**src/rtl/fourand_stim_gen.sv**
```systemverilog
// Stimulus source for the 4-input AND stage: steps a 4-bit pattern (binary, Gray
// or walking-one) at a programmable rate for a programmable number of sequences.
module fourand_stim_gen #(
    parameter int unsigned DIV_WIDTH  = 16,
    parameter int unsigned LOOP_WIDTH = 8
) (
    input  logic                  clk,
    input  logic                  rst_n,
    input  logic                  start,
    input  logic                  stop,
    input  logic [1:0]            mode,
    input  logic [DIV_WIDTH-1:0]  div,
    input  logic [LOOP_WIDTH-1:0] loops,
    output logic                  A,
    output logic                  B,
    output logic                  C,
    output logic                  D,
    output logic                  valid,
    output logic                  busy,
    output logic                  done
);

    localparam int unsigned PAT_W     = 4;
    localparam logic [1:0]  MODE_GRAY = 2'd1;
    localparam logic [1:0]  MODE_WALK = 2'd2;

    typedef enum logic [1:0] {
        S_IDLE = 2'd0,
        S_RUN  = 2'd1,
        S_DONE = 2'd2
    } state_t;

    state_t                  state;
    logic [1:0]              mode_q;
    logic [DIV_WIDTH-1:0]    div_q;
    logic [LOOP_WIDTH-1:0]   loops_q;
    logic [DIV_WIDTH-1:0]    hold_cnt;
    logic [PAT_W-1:0]        step;
    logic [LOOP_WIDTH-1:0]   loop_cnt;
    logic [PAT_W-1:0]        abcd_q;

    logic last_hold_c;
    logic last_step_c;
    logic last_loop_c;

    // Pattern for step index n of the selected sequence; mode 3 aliases binary.
    function automatic logic [PAT_W-1:0] pattern_of(input logic [1:0] m, input logic [PAT_W-1:0] n);
        logic [PAT_W-1:0] p;
        case (m)
            MODE_GRAY: p = n ^ (n >> 1);
            MODE_WALK: p = PAT_W'(4'b0001 << n[1:0]);
            default:   p = n;
        endcase
        return p;
    endfunction

    assign last_hold_c = (hold_cnt == (div_q - DIV_WIDTH'(1)));
    assign last_step_c = (mode_q == MODE_WALK) ? (step == PAT_W'(3)) : (step == PAT_W'(15));
    // loops_q == 0 never completes: unlimited run until stop or reset.
    assign last_loop_c = (loops_q != '0) && (loop_cnt == (loops_q - LOOP_WIDTH'(1)));

    assign A = abcd_q[3];
    assign B = abcd_q[2];
    assign C = abcd_q[1];
    assign D = abcd_q[0];

    // Sequencer FSM; all outputs registered so only changing bits toggle.
    always_ff @(posedge clk or negedge rst_n) begin
        if (!rst_n) begin
            state    <= S_IDLE;
            mode_q   <= '0;
            div_q    <= '0;
            loops_q  <= '0;
            hold_cnt <= '0;
            step     <= '0;
            loop_cnt <= '0;
            abcd_q   <= '0;
            valid    <= 1'b0;
            busy     <= 1'b0;
            done     <= 1'b0;
        end else begin
            valid <= 1'b0;
            done  <= 1'b0;
            case (state)
                S_IDLE: begin
                    if (start && !stop) begin
                        state    <= S_RUN;
                        mode_q   <= mode;
                        div_q    <= (div == '0) ? DIV_WIDTH'(1) : div;
                        loops_q  <= loops;
                        hold_cnt <= '0;
                        step     <= '0;
                        loop_cnt <= '0;
                        abcd_q   <= pattern_of(mode, PAT_W'(0));
                        valid    <= 1'b1;
                        busy     <= 1'b1;
                    end
                end
                S_RUN: begin
                    if (stop) begin
                        state  <= S_IDLE;
                        abcd_q <= '0;
                        busy   <= 1'b0;
                    end else if (!last_hold_c) begin
                        hold_cnt <= hold_cnt + DIV_WIDTH'(1);
                    end else if (last_step_c && last_loop_c) begin
                        state  <= S_DONE;
                        abcd_q <= '0;
                        busy   <= 1'b0;
                        done   <= 1'b1;
                    end else begin
                        hold_cnt <= '0;
                        valid    <= 1'b1;
                        if (last_step_c) begin
                            step     <= '0;
                            loop_cnt <= loop_cnt + LOOP_WIDTH'(1);
                            abcd_q   <= pattern_of(mode_q, PAT_W'(0));
                        end else begin
                            step   <= step + PAT_W'(1);
                            abcd_q <= pattern_of(mode_q, step + PAT_W'(1));
                        end
                    end
                end
                S_DONE: begin
                    state <= S_IDLE;
                end
                default: begin
                    state <= S_IDLE;
                end
            endcase
        end
    end

endmodule

```
**config.mk**
```make
export PLATFORM = sky130hd
export DESIGN_NAME = fourand_stim_gen
export DESIGN_NICKNAME = d
export VERILOG_FILES = /design/src/rtl/fourand_stim_gen.sv
export SDC_FILE = /design/constraint.sdc
export NUM_CORES = 1
export LEC_CHECK = 0
export BUFFER_PORTS_ARGS = -buffer_cell sky130_fd_sc_hd__buf_2
export CORE_MARGIN = 3
export CORE_UTILIZATION = 30
export CTS_BUF_LIST = sky130_fd_sc_hd__clkbuf_16
export DETAILED_ROUTE_END_ITERATION = 7
export PLACE_DENSITY = 0.52
export RECOVER_POWER = 50
export SKIP_LAST_GASP = 1
export SYNTH_ARGS = -nofsm -noshare
export SYNTH_HDL_FRONTEND = slang
export SYNTH_SLANG_ARGS = --single-unit
```
**constraint.sdc**
```tcl
create_clock -name clk -period 6.3 [get_ports clk]
set_clock_uncertainty 0.1 [all_clocks]
set_input_delay 0.315 -clock clk [delete_from_list [all_inputs] [get_ports clk]]
set_output_delay 0.315 -clock clk [all_outputs]
set_load 0.1 [all_outputs]
```
Word-level counts from Yosys, hierarchy flattened. Cells that the tools add are included.

Muxes and demuxes: 47. Divide/modulo/power cells: 0. Shift-type cells: 1. $mul: 0. Add/sub/neg operators: 5. Magnitude comparators: 0. Reductions and logical operators: 15. Bitwise logic cells: 1. Eq/ne operators: 16.

Operator list (number): $mux W16 (5); $mux W4 (10); $mux W8 (5); $pmux W16 S2 (1); $pmux W4 S2 (3); $add A16 B1 Y16 const B (1); $eq A16 B16 Y1 (1); $logic_not A16 Y1 (1); $pmux W8 S2 (1); $sub A16 B1 Y16 const B (1); $mux W1 (15); $ne A2 B2 Y1 const B (5); $ne A3 B3 Y1 const B (3); $add A8 B1 Y8 const B (1); $eq A8 B8 Y1 (1); $mux W2 (4); $reduce_and A4 Y1 (2); $reduce_bool A8 Y1 (1); $sub A8 B1 Y8 const B (1); $reduce_and A3 Y1 (2); $reduce_and A6 Y1 (1); $reduce_and A5 Y1 (1); $add A4 B1 Y4 const B (1); $eq A2 B1 Y1 const B (2); other kinds (12) (16).

Flip-flop bits (word level): 63. Bits in read-only memories: 0. Bits in latches: 0. Memory bits (writable): 0. Memories kept: 0.

Longest topological paths before layout. Gate-level depths: netlist (run 1).

Depth in word-level cells: 8. Gate-level depth with buffers: 12. Mapped depth without buffers: 10.

Worst setup path before layout (run 1). Ideal clock, no wire load.

Path kind: register to register. From: reg div_q[0]. To: reg hold_cnt[14]. Cell stages (with the launch flop): 13. Data required time: 6.068 ns. Path buffers: 2. Data arrival time: 2.929 ns. Path slack: 3.139 ns. Period minus slack after synthesis: 3.161 ns. Library setup time: 0.132 ns. Cells stage by stage: dfrtp_1 -> inv_1 -> ha_1 -> or3b_1 -> clkbuf_1 -> and2_1 -> o32ai_1 -> nand4_2 -> or4_4 -> buf_6 -> o2111ai_1 -> xor2_1 -> nor2_1.

Word-level cells in the longest chain between the ends: 5. Elaborated cells between the ends (all ways): 7.

Ends and longest elaborated chain: start, declared (line 35) `logic [DIV_WIDTH-1:0] div_q;`; start signal, assigned (line 89) `div_q <= (div == '0) ? DIV_WIDTH'(1) : div;`; $sub A16 B1 Y16 (*) (line 57) `assign last_hold_c = (hold_cnt == (div_q - DIV_WIDTH'(1)));`; $eq A16 B16 Y1 (*) (line 57); $mux W16 (line 104) `end else if (!last_hold_c) begin`; $mux W16 (line 100) `if (stop) begin`; $pmux W16 S2 (line 84) `case (state)`; end signal, assigned (line 105) `hold_cnt <= hold_cnt + DIV_WIDTH'(1);`; end, declared (line 37) `logic [DIV_WIDTH-1:0] hold_cnt;`.

Mark *: on every way between the ends. The rest lies on a longest branch, timed or not. The select of a mux whose other input is x is not followed. A chain may end at the register's enable or synchronous reset.

Final worst setup path (run 1).
From: reg div_q[0]. To: reg step[2].

Word-level cells in the longest chain between the ends: 4.

Ends and longest elaborated chain: $sub A16 B1 Y16 (line 57); $eq A16 B16 Y1 (line 57); $ne A2 B2 Y1 (no source line); $reduce_and A5 Y1 (no source line); end signal, assigned (line 119) `step <= step + PAT_W'(1);`; end, declared (line 38) `logic [PAT_W-1:0] step;`.

Every way passes these cells.

==> results of run 1 <==
[metrics by stage]
step / utilization (%) / instances / setup WS [ps] / instance area, sq um / hold slack (ps)
2_1_floorplan: - / 462 / 3140 / 3990 / -80.6
3_3_place_gp: 33.7 / 651 / 2900 / 4320 / 388
3_5_place_dp: 33.7 / 651 / 2790 / 4320 / 395
4_1_cts: 35.6 / 665 / 2770 / 4560 / 66.5
5_1_grt: 35.5 / 665 / 2200 / 4560 / 86.8
6_report: 35.5 / 665 / 2780 / 4560 / 83.2
[flip-flops by register name, summed over array words and instances (netlist names)]
signal and count:
abcd_q 4, busy 1, div_q 16, done 1, hold_cnt 16, loop_cnt 8, loops_q 8, mode_q 2
state 2, step 4, valid 1
[worst paths after layout]
kind / start / end / depth (start not counted)
worst max-delay path: div_q[0] / step[2] / 10
worst min-delay path: loops[5] / loops_q[5] / 3
worst max register to register: div_q[0] / step[2] / 10
worst min register to register: div_q[15] / div_q[15] / 2
max in group asynchronous: rst_n / hold_cnt[14] / 2
min in group asynchronous: rst_n / loops_q[5] / 2
[worst reg2reg max path, delay by kind of cell, from the launching register on]
family                   cells  cell delay (ps)
adder cells (fa/ha/maj)      1              220
buffers and inverters        1              110
flip-flops                   1              420
AO/OA/AOI/OAI                4             1250
AND/OR/NAND/NOR              4             1300
[report_power, final]
part / internal (mW) / switching [mW]
clock network: 0.254 / 0.165
logic: 0.116 / 0.175
registers: 0.447 / 0.0597
total: 0.817 / 0.400
[metal layers]
metal	GRT usage [%]	up-vias	part of all wire [%]
met5	0	-	0
met4	4.06	0	0.89
met3	3.96	10	3.8
met2	23.0	69	48
met1	18.9	1657	47
li1	-	1696	-
[logic make-up after synthesis]
family | after synthesis | share of synthesized area [%]
xor gates and xnor gates | 48 | 10.5
buffers and inverters | 38 | 3.98
AOI/OAI and AO/OA | 85 | 14.1
adders and majority gates | 11 | 3.45
DFF | 63 | 39.5
muxes | 4 | 1.13
and+or+nand+nor | 213 | 27.3
[final cells by class]
type                    instances  area (sq um)  share of cell area, %
inverters                      16          60.1                   1.32
clock inverters                 5          20.0                  0.439
repair buffers                 39           195                   4.28
multi-input cells             361          2260                   49.7
clock buffers                   9           225                   4.94
flip-flops and latches         63          1580                   34.6
well taps                     172           215                   4.72
[cell usage in the layout, fill, tap and decap left out, types with 4 or more instances in the layout]
cell and count:
nand2_1 82, nor2_1 34, clkbuf_1 4, o2111ai_1 6
nor3_1 16, o21ai_0 28, dfrtp_1 63, ha_1 11
nand3_1 11, clkbuf_16 9, nor4_1 11, and3_1 4
and2_1 7, buf_2 33, nor2b_1 5, xnor2_1 28
mux2_2 4, o211ai_1 8, xor2_1 20, nor3b_1 4
inv_1 18, nand4_1 7, a21oi_1 14, or4_1 8
or3_1 6
==> flow_summary.toml, run 1 <==
[sta]
maxSlewHeadroom_pct = -131
worst_slew_pin_slew_ps = 3460
rsz0062_at_grt = "no"
hold_viol = 0
period_needed_ps = 3520
setup_tns_ps = 0
maxSlewViolCount = 64
setup_viol = 0
clock.fmax_ghz = 0.284
fin_crit_sh_pct = 55.9

[setup_path]
crit_chain = "inv_1 > ha_1 > or3b_1 > and2_1 > o32ai_1 > nand4_2 > nor4_4 > a31o_2 > o21ai_0 > a22o_1"
cp_max_fo = 23
cp.arrival_ps = 3640
crit_type = "register to register"
worstPathRequired_ps = 6410
startpoint_type = "register"
crit_family = "simple AND/OR/NAND/NOR gates"
slowest_delay_ps = 500
cp_slowest_cell = "a31o_2"
endpoint_kind = "register"
worst-path-buf-inv = 1
r2r_setup_slack_ps = 2780

[placed_design]
finalWeightedCongestion = 0.814
dp_hpwl_um = 7160
io_buffers = 36

[drt]
ant_nets = 0
drc_errors = 0
post_drt_via_cell_ratio = 5.16
num_vias = 3432
wl_per_cell_um = 15.0
drt_iter0_drc = 182
wirelength_um = 9950
drt-pass1-iter-count = 5

[cells_and_area]
antenna_cells = 0
area_delta_synth_final_pct = 14.2
post_route_cells_drive_above_1_share_pct = 12.2
fillers = 1372
final_nets = 531

[cts]
clockBufferDepth = 2
cts_resized = 0
cts.clk_slew.worst_paths_ps = 50
ctsHtreeMaxLevel = 3
clk_latency_ps = 330
cts_tree = "yes"
cts_setup_buffers = 0
clkSinkCount = 63
cts_inserted_buffers = 9
cts.root.buffer_cell = "clkbuf_16"
hold_buffers = 0

[pwr]
p_per_area_nw_per_um2 = 267
ir_drop_mv = 0.114
finalPower_mw = 1.22
p_leak_nw = 1.97

[synthesis]
synth_nets = 503
synthCells = 462
synth.largest_area_cell = "dfrtp_1"
netlist-cell-type-count = 61
synth-edff-count = 0
ys_seq_area_share_pct = 39.5
synth_commonest_cells = "nand2_1 (82), dfrtp_1 (63), nor2_1 (34)"
syn_area_sq_um = 3990
yosys_register_bits = 63
yosysMostFrequentCell = "nand2_1"
synth_top_area_share_pct = 39.5
netlist_top_cells_area = "dfrtp_1 (40%), nand2_1 (7.7%), xnor2_1 (6.1%)"
yosysWarnings = 0
async_flop_share_pct = 100
avgSynthCellArea_sq_um = 8.64
synth_ff_type = "dfrtp_1"

[floorplanning]
io_pins = 37
start_util_pct = 31.1
core_sq_um = 12800
die-area_sq_um = 14700
die_h_um = 121
die_w_um = 121
rows = 41

[run_status]
outcome = "finished with violations"
violations = "max-capacitance violations, max-slew violations"

[grt]
gr-total-overflow = 0
grt_pass1_vias = 3264
antenna_found_initial = 0
track_usage_pct = 14.3
grt_pass1_wl_um = 16700
grt_start_max_net_pins = 64

[hold_path]
worstHoldPathType = "input pin to register"

[job]
timing.max_cap.violations = 1
Power figures use the tool's default switching activity.
==> run 2: changes to the inputs <==
==> constraint.sdc (replaced) <==
create_clock -name clk -period 3.6 [get_ports clk]
set_clock_uncertainty 0.1 [all_clocks]
set_input_delay 0.18 -clock clk [delete_from_list [all_inputs] [get_ports clk]]
set_output_delay 0.18 -clock clk [all_outputs]
set_load 0.1 [all_outputs]
==> run 2 against run 1 <==
The run still ends with max-capacitance violations, max-slew violations left. Highest routed layer unchanged. Sequential share of layout area shrank 2.3 points. Register-to-register slack got worse by 2500 ps. Largest cell class unchanged. Critical endpoint is now loop_cnt[3]. Cell count up 5.0%. Via count is 2.4% higher. Worst setup slack got worse by 2500 ps. Non-clock buffer count increased by 31. Critical path depth did not move. Global-route usage up 0.38 points. Worst hold slack got worse by 62 ps.
==> flow_summary.toml, run 2 (synthesis results as in run 1) <==
[run_status]
outcome = "finished with violations"
violations = "max-capacitance violations, max-slew violations"

[cts]
clk_latency_ps = 340
cts_tree = "yes"
cts_setup_buffers = 0
clockBufferDepth = 2
clkSinkCount = 63
cts.root.buffer_cell = "clkbuf_16"
cts.clk_slew.worst_paths_ps = 50
cts_inserted_buffers = 9
ctsHtreeMaxLevel = 3

[hold_path]
worstHoldPathType = "input pin to register"

[drt]
drt_iter0_drc = 289
drc_errors = 0
top_layer = "met4"
met3_length_um = 292
post_drt_via_cell_ratio = 5.03
num_vias = 3513
wl_per_cell_um = 14.7
met1_length_um = 4680
wirelength_um = 10200
drt-pass1-iter-count = 4
ant_nets = 0
dr_wl_met2_um = 5130

[floorplanning]
start_util_pct = 31.1
die_w_um = 121
core_sq_um = 12800
rows = 41
die-area_sq_um = 14700
die_h_um = 121
io_pins = 37

[grt]
track_usage_pct = 14.7
grt_pass1_wl_um = 17200
grt_start_max_net_pins = 44
gr-total-overflow = 0
grt_pass1_vias = 3566
antenna_found_initial = 0

[setup_path]
worstPathRequired_ps = 3750
crit_type = "register to register"
endpoint_kind = "register"
cp.arrival_ps = 3470
startpoint_type = "register"
r2r_setup_slack_ps = 280
cp_max_fo = 12

[placed_design]
io_buffers = 36
finalWeightedCongestion = 0.840
place_ws_ps = 176
dp_hpwl_um = 7290
dp_cells = 656

[pwr]
intPower_mw = 1.53
p_leak_nw = 2.11
p_per_area_nw_per_um2 = 464
seqPwrFrac_pct = 38.9
p_clk_share_pct = 37.0
swShare_pct = 32.4
ir_drop_mv = 0.212
switching_power_mw = 0.733
p_comb_share_pct = 24.0

[sta]
layout_setup_ws_ps = 280
period_needed_ps = 3320
clock.fmax_ghz = 0.301
maxSlewHeadroom_pct = -31.6
worst_slew_pin_slew_ps = 1970
setup_tns_ps = 0
maxSlewViolCount = 35
setup_viol = 0
rsz0062_at_grt = "no"
fin_crit_sh_pct = 92.2
hold_viol = 0

[cells_and_area]
largestRegisters = "div_q: 16 flops, hold_cnt: 16 flops"
final_common_cell = "nand2_1"
post_route_cells_drive_above_1_share_pct = 12.2
final_util_pct = 38.0
fin_cells = 698
fillers = 1340
area_delta_synth_final_pct = 22.2
antenna_cells = 0
layout_common_cells = "nand2_1 (82), dfrtp_1 (63), nor2_1 (34)"
final_nets = 562

[job]
timing.max_cap.violations = 1
run 2: metrics by stage:
stage / hold WS, ps / power [mW] / area (sq um)
finish: 21.0 / 2.26 / 4880
floorplan: -216 / 1.27 / 3990
detailed placement: 224 / 1.42 / 4360
global route: 51.2 / 2.40 / 4880
global placement: 222 / 1.41 / 4360
CTS: 26.0 / 2.29 / 4900
run 2: worst paths after layout:
| path | start | end | cells after the start |
|---|---|---|---|
| max | loops_q[0] | loop_cnt[3] | 10 |
| min | div[0] | div_q[0] | 3 |
| max reg2reg | loops_q[0] | loop_cnt[3] | 10 |
| min reg2reg | div_q[15] | div_q[15] | 2 |
| max in group asynchronous | rst_n | div_q[9] | 3 |
| min in group asynchronous | rst_n | loops_q[5] | 2 |
run 2: worst max-delay path, cell delays in order (launching register included):
cell	delay [ps]
dfrtp_1	430
inv_1	110
ha_1	170
or3b_2	460
a21oi_1	170
nor3_1	60
o311a_1	310
a211oi_1	520
o22ai_2	310
or4_1	520
o21ai_0	90
run 2: timing repair:
action | in CTS | in global routing
hold endpoints to repair | 58 | 0
hold buffers | 26 | 0
resized for setup | 0 | 1
setup endpoints to repair | 0 | 4
run 2: area by class of cell:
| class | instances | area [sq um] | area share (%) |
|---|---|---|---|
| Multi-Input combinational cell | 361 | 2250 | 46.2 |
| Sequential cell | 63 | 1580 | 32.3 |
| Timing Repair Buffer | 70 | 488 | 10.0 |
| Clock buffer | 9 | 225 | 4.62 |
| Tap cell | 172 | 215 | 4.41 |
| Inverter | 16 | 60.1 | 1.23 |
| Clock inverter | 7 | 56.3 | 1.15 |
run 2: power by group through the flow:
stage	clock (mW)	sequential [mW]	combinational, mW
floorplan	0	0.900	0.367
global placement	0	0.893	0.514
detailed placement	0	0.895	0.522
CTS	0.858	0.883	0.547
global route	0.889	0.896	0.613
finish	0.838	0.881	0.544
run 2: metal layers:
| layer | track usage [%] | up-vias |
|---|---|---|
| li1 | - | 1761 |
| met1 | 18.0 | 1692 |
| met2 | 25.6 | 51 |
| met3 | 3.31 | 9 |
| met4 | 4.69 | 0 |
| met5 | 0 | - |
==> run 3: changes to the inputs <==
--- a/config.mk
+++ b/config.mk
@@ -5,6 +5,7 @@
 export SDC_FILE = /design/constraint.sdc
 export NUM_CORES = 1
 export LEC_CHECK = 0
+export ABC_CLOCK_PERIOD_IN_PS = 3600
 export BUFFER_PORTS_ARGS = -buffer_cell sky130_fd_sc_hd__buf_2
 export CORE_MARGIN = 3
 export CORE_UTILIZATION = 30
==> constraint.sdc (replaced) <==
create_clock -name clk -period 3.6 [get_ports clk]
set_clock_uncertainty 0.1 [all_clocks]
set_input_delay 0.72 -clock clk [delete_from_list [all_inputs] [get_ports clk]]
set_output_delay 0.72 -clock clk [all_outputs]
set_load 0.1 [all_outputs]
==> run 3 against run 2 <==
The flow now finishes without violations. Die area unchanged. Worst hold slack improved by 380 ps. Non-clock buffer count decreased by 24. Combinational power decreased by 4.0%. Critical path depth decreased by 1. Global-route usage decreased by 0.22 points. Register-to-register slack got worse by 40 ps. Worst setup slack got worse by 44 ps. Flip-flop and latch count unchanged. Cell area decreased by 4.5%. First-iteration DRC count decreased by 37%. Sequential share of layout area increased by 1.5 points.
==> flow_summary.toml, run 3 (synthesis results as in run 1) <==
[drt]
ant_nets = 0
num_vias = 3440
drt-pass1-iter-count = 4
wl_per_cell_um = 15.0
wirelength_um = 10100
post_drt_via_cell_ratio = 5.11
drt_iter0_drc = 181
drc_errors = 0

[placed_design]
io_buffers = 36
dp_cells = 658
finalWeightedCongestion = 0.881
placed_area_sq_um = 4370
dp_hpwl_um = 7460
place_ws_ps = 145

[cts]
cts_tree = "yes"
clkSinkCount = 63
ctsHtreeMaxLevel = 3
cts.clk_slew.worst_paths_ps = 50
cts.root.buffer_cell = "clkbuf_16"
cts_inserted_buffers = 9
clk_latency_ps = 330
clockBufferDepth = 2
hold_buffers = 0

[pwr]
ir_drop_mv = 0.194
p_per_area_nw_per_um2 = 482
p_leak_nw = 2.02
finalPower_mw = 2.24

[sta]
whs_ps = 397
hold_viol = 0
layout_setup_ws_ps = 236
worst_slew_pin_slew_ps = 1410
fin_crit_sh_pct = 93.5
maxSlewHeadroom_pct = 5.79
setup_tns_ps = 0
maxSlewViolCount = 0
rsz0062_at_grt = "no"
setup_viol = 0
clock.fmax_ghz = 0.297
period_needed_ps = 3360

[cells_and_area]
fillers = 1347
largestRegisters = "div_q: 16 flops, hold_cnt: 16 flops"
final_common_cell = "nand2_1"
area_delta_synth_final_pct = 16.7
final_util_pct = 36.3
layout_common_cells = "nand2_1 (82), dfrtp_1 (63), nor2_1 (34), buf_2 (34)"
final_nets = 538
antenna_cells = 0
multi_input_area_sq_um = 2280
seqCellArea_sq_um = 1580
fin_area_sq_um = 4650
post_route_cells_drive_above_1_share_pct = 14.2
fin_cells = 673

[setup_path]
endpoint_kind = "register"
cp.arrival_ps = 3540
crit_cells = 9
crit_chain = "inv_1 > ha_1 > or3b_1 > and2_1 > o32ai_1 > nand4_2 > or4_4 > o21ai_0 > mux2_2"
reg2reg_depth = 9
cp_slowest_cell = "or4_4"
r2r-start = "div_q[0]"
worstSetupStartpoint = "div_q[0]"
worstPathRequired_ps = 3770
cp_max_fo = 13
worst-path-buf-inv = 1
startpoint_type = "register"
crit_family = "simple AND/OR/NAND/NOR gates"
crit_type = "register to register"
slowest_delay_ps = 660

[grt]
grt_pass1_vias = 3444
grt_pass1_wl_um = 17000
antenna_found_initial = 0
grt_start_max_net_pins = 32
gr-total-overflow = 0
track_usage_pct = 14.5

[run_status]
outcome = "finished clean"

[job]
timing.max_cap.violations = 0

[floorplanning]
die_h_um = 121
rows = 41
die-area_sq_um = 14700
io_pins = 37
die_w_um = 121
start_util_pct = 31.1
core_sq_um = 12800

[hold_path]
min_from = "abcd_q[3]"
worstHoldPathType = "register to register"
hold_depth = 1
run 3: timing repair:
action	in CTS	in global routing
setup endpoints to repair	0	4
setup buffers	0	0
gates resized for setup	0	2
run 3: path summary, 6_finish.rpt:
check	endpoint	slack (ps)
min in group asynchronous	loop_cnt[7]	610
worst min register to register	abcd_q[3]	400
worst min-delay path	abcd_q[3]	400
max in group asynchronous	div_q[12]	1110
worst max-delay path	hold_cnt[0]	240
worst max register to register	hold_cnt[0]	240
run 3: cell type report:
class	count	share of cell area [%]
Inverter	16	1.29
Multi-Input combinational cell	361	48.9
Sequential cell	63	33.9
Timing Repair Buffer	46	5.27
Clock buffer	9	4.84
Tap cell	172	4.62
Clock inverter	6	1.21
run 3: per-layer routing:
| layer | up-vias | track usage, % | share of wire, % |
|---|---|---|---|
| met4 | 0 | 5.11 | 1.9 |
| met5 | - | 0 | 0 |
| met1 | 1661 | 18.3 | 46 |
| met2 | 62 | 24.1 | 49 |
| met3 | 15 | 3.50 | 3.5 |
| li1 | 1702 | - | - |
run 3: report_power, final:
group / internal (mW) / leakage, nW / switching, mW
registers: 0.781 / 0.825 / 0.106
logic: 0.209 / 1.06 / 0.314
clock network: 0.523 / 0.141 / 0.310
total: 1.51 / 2.02 / 0.730
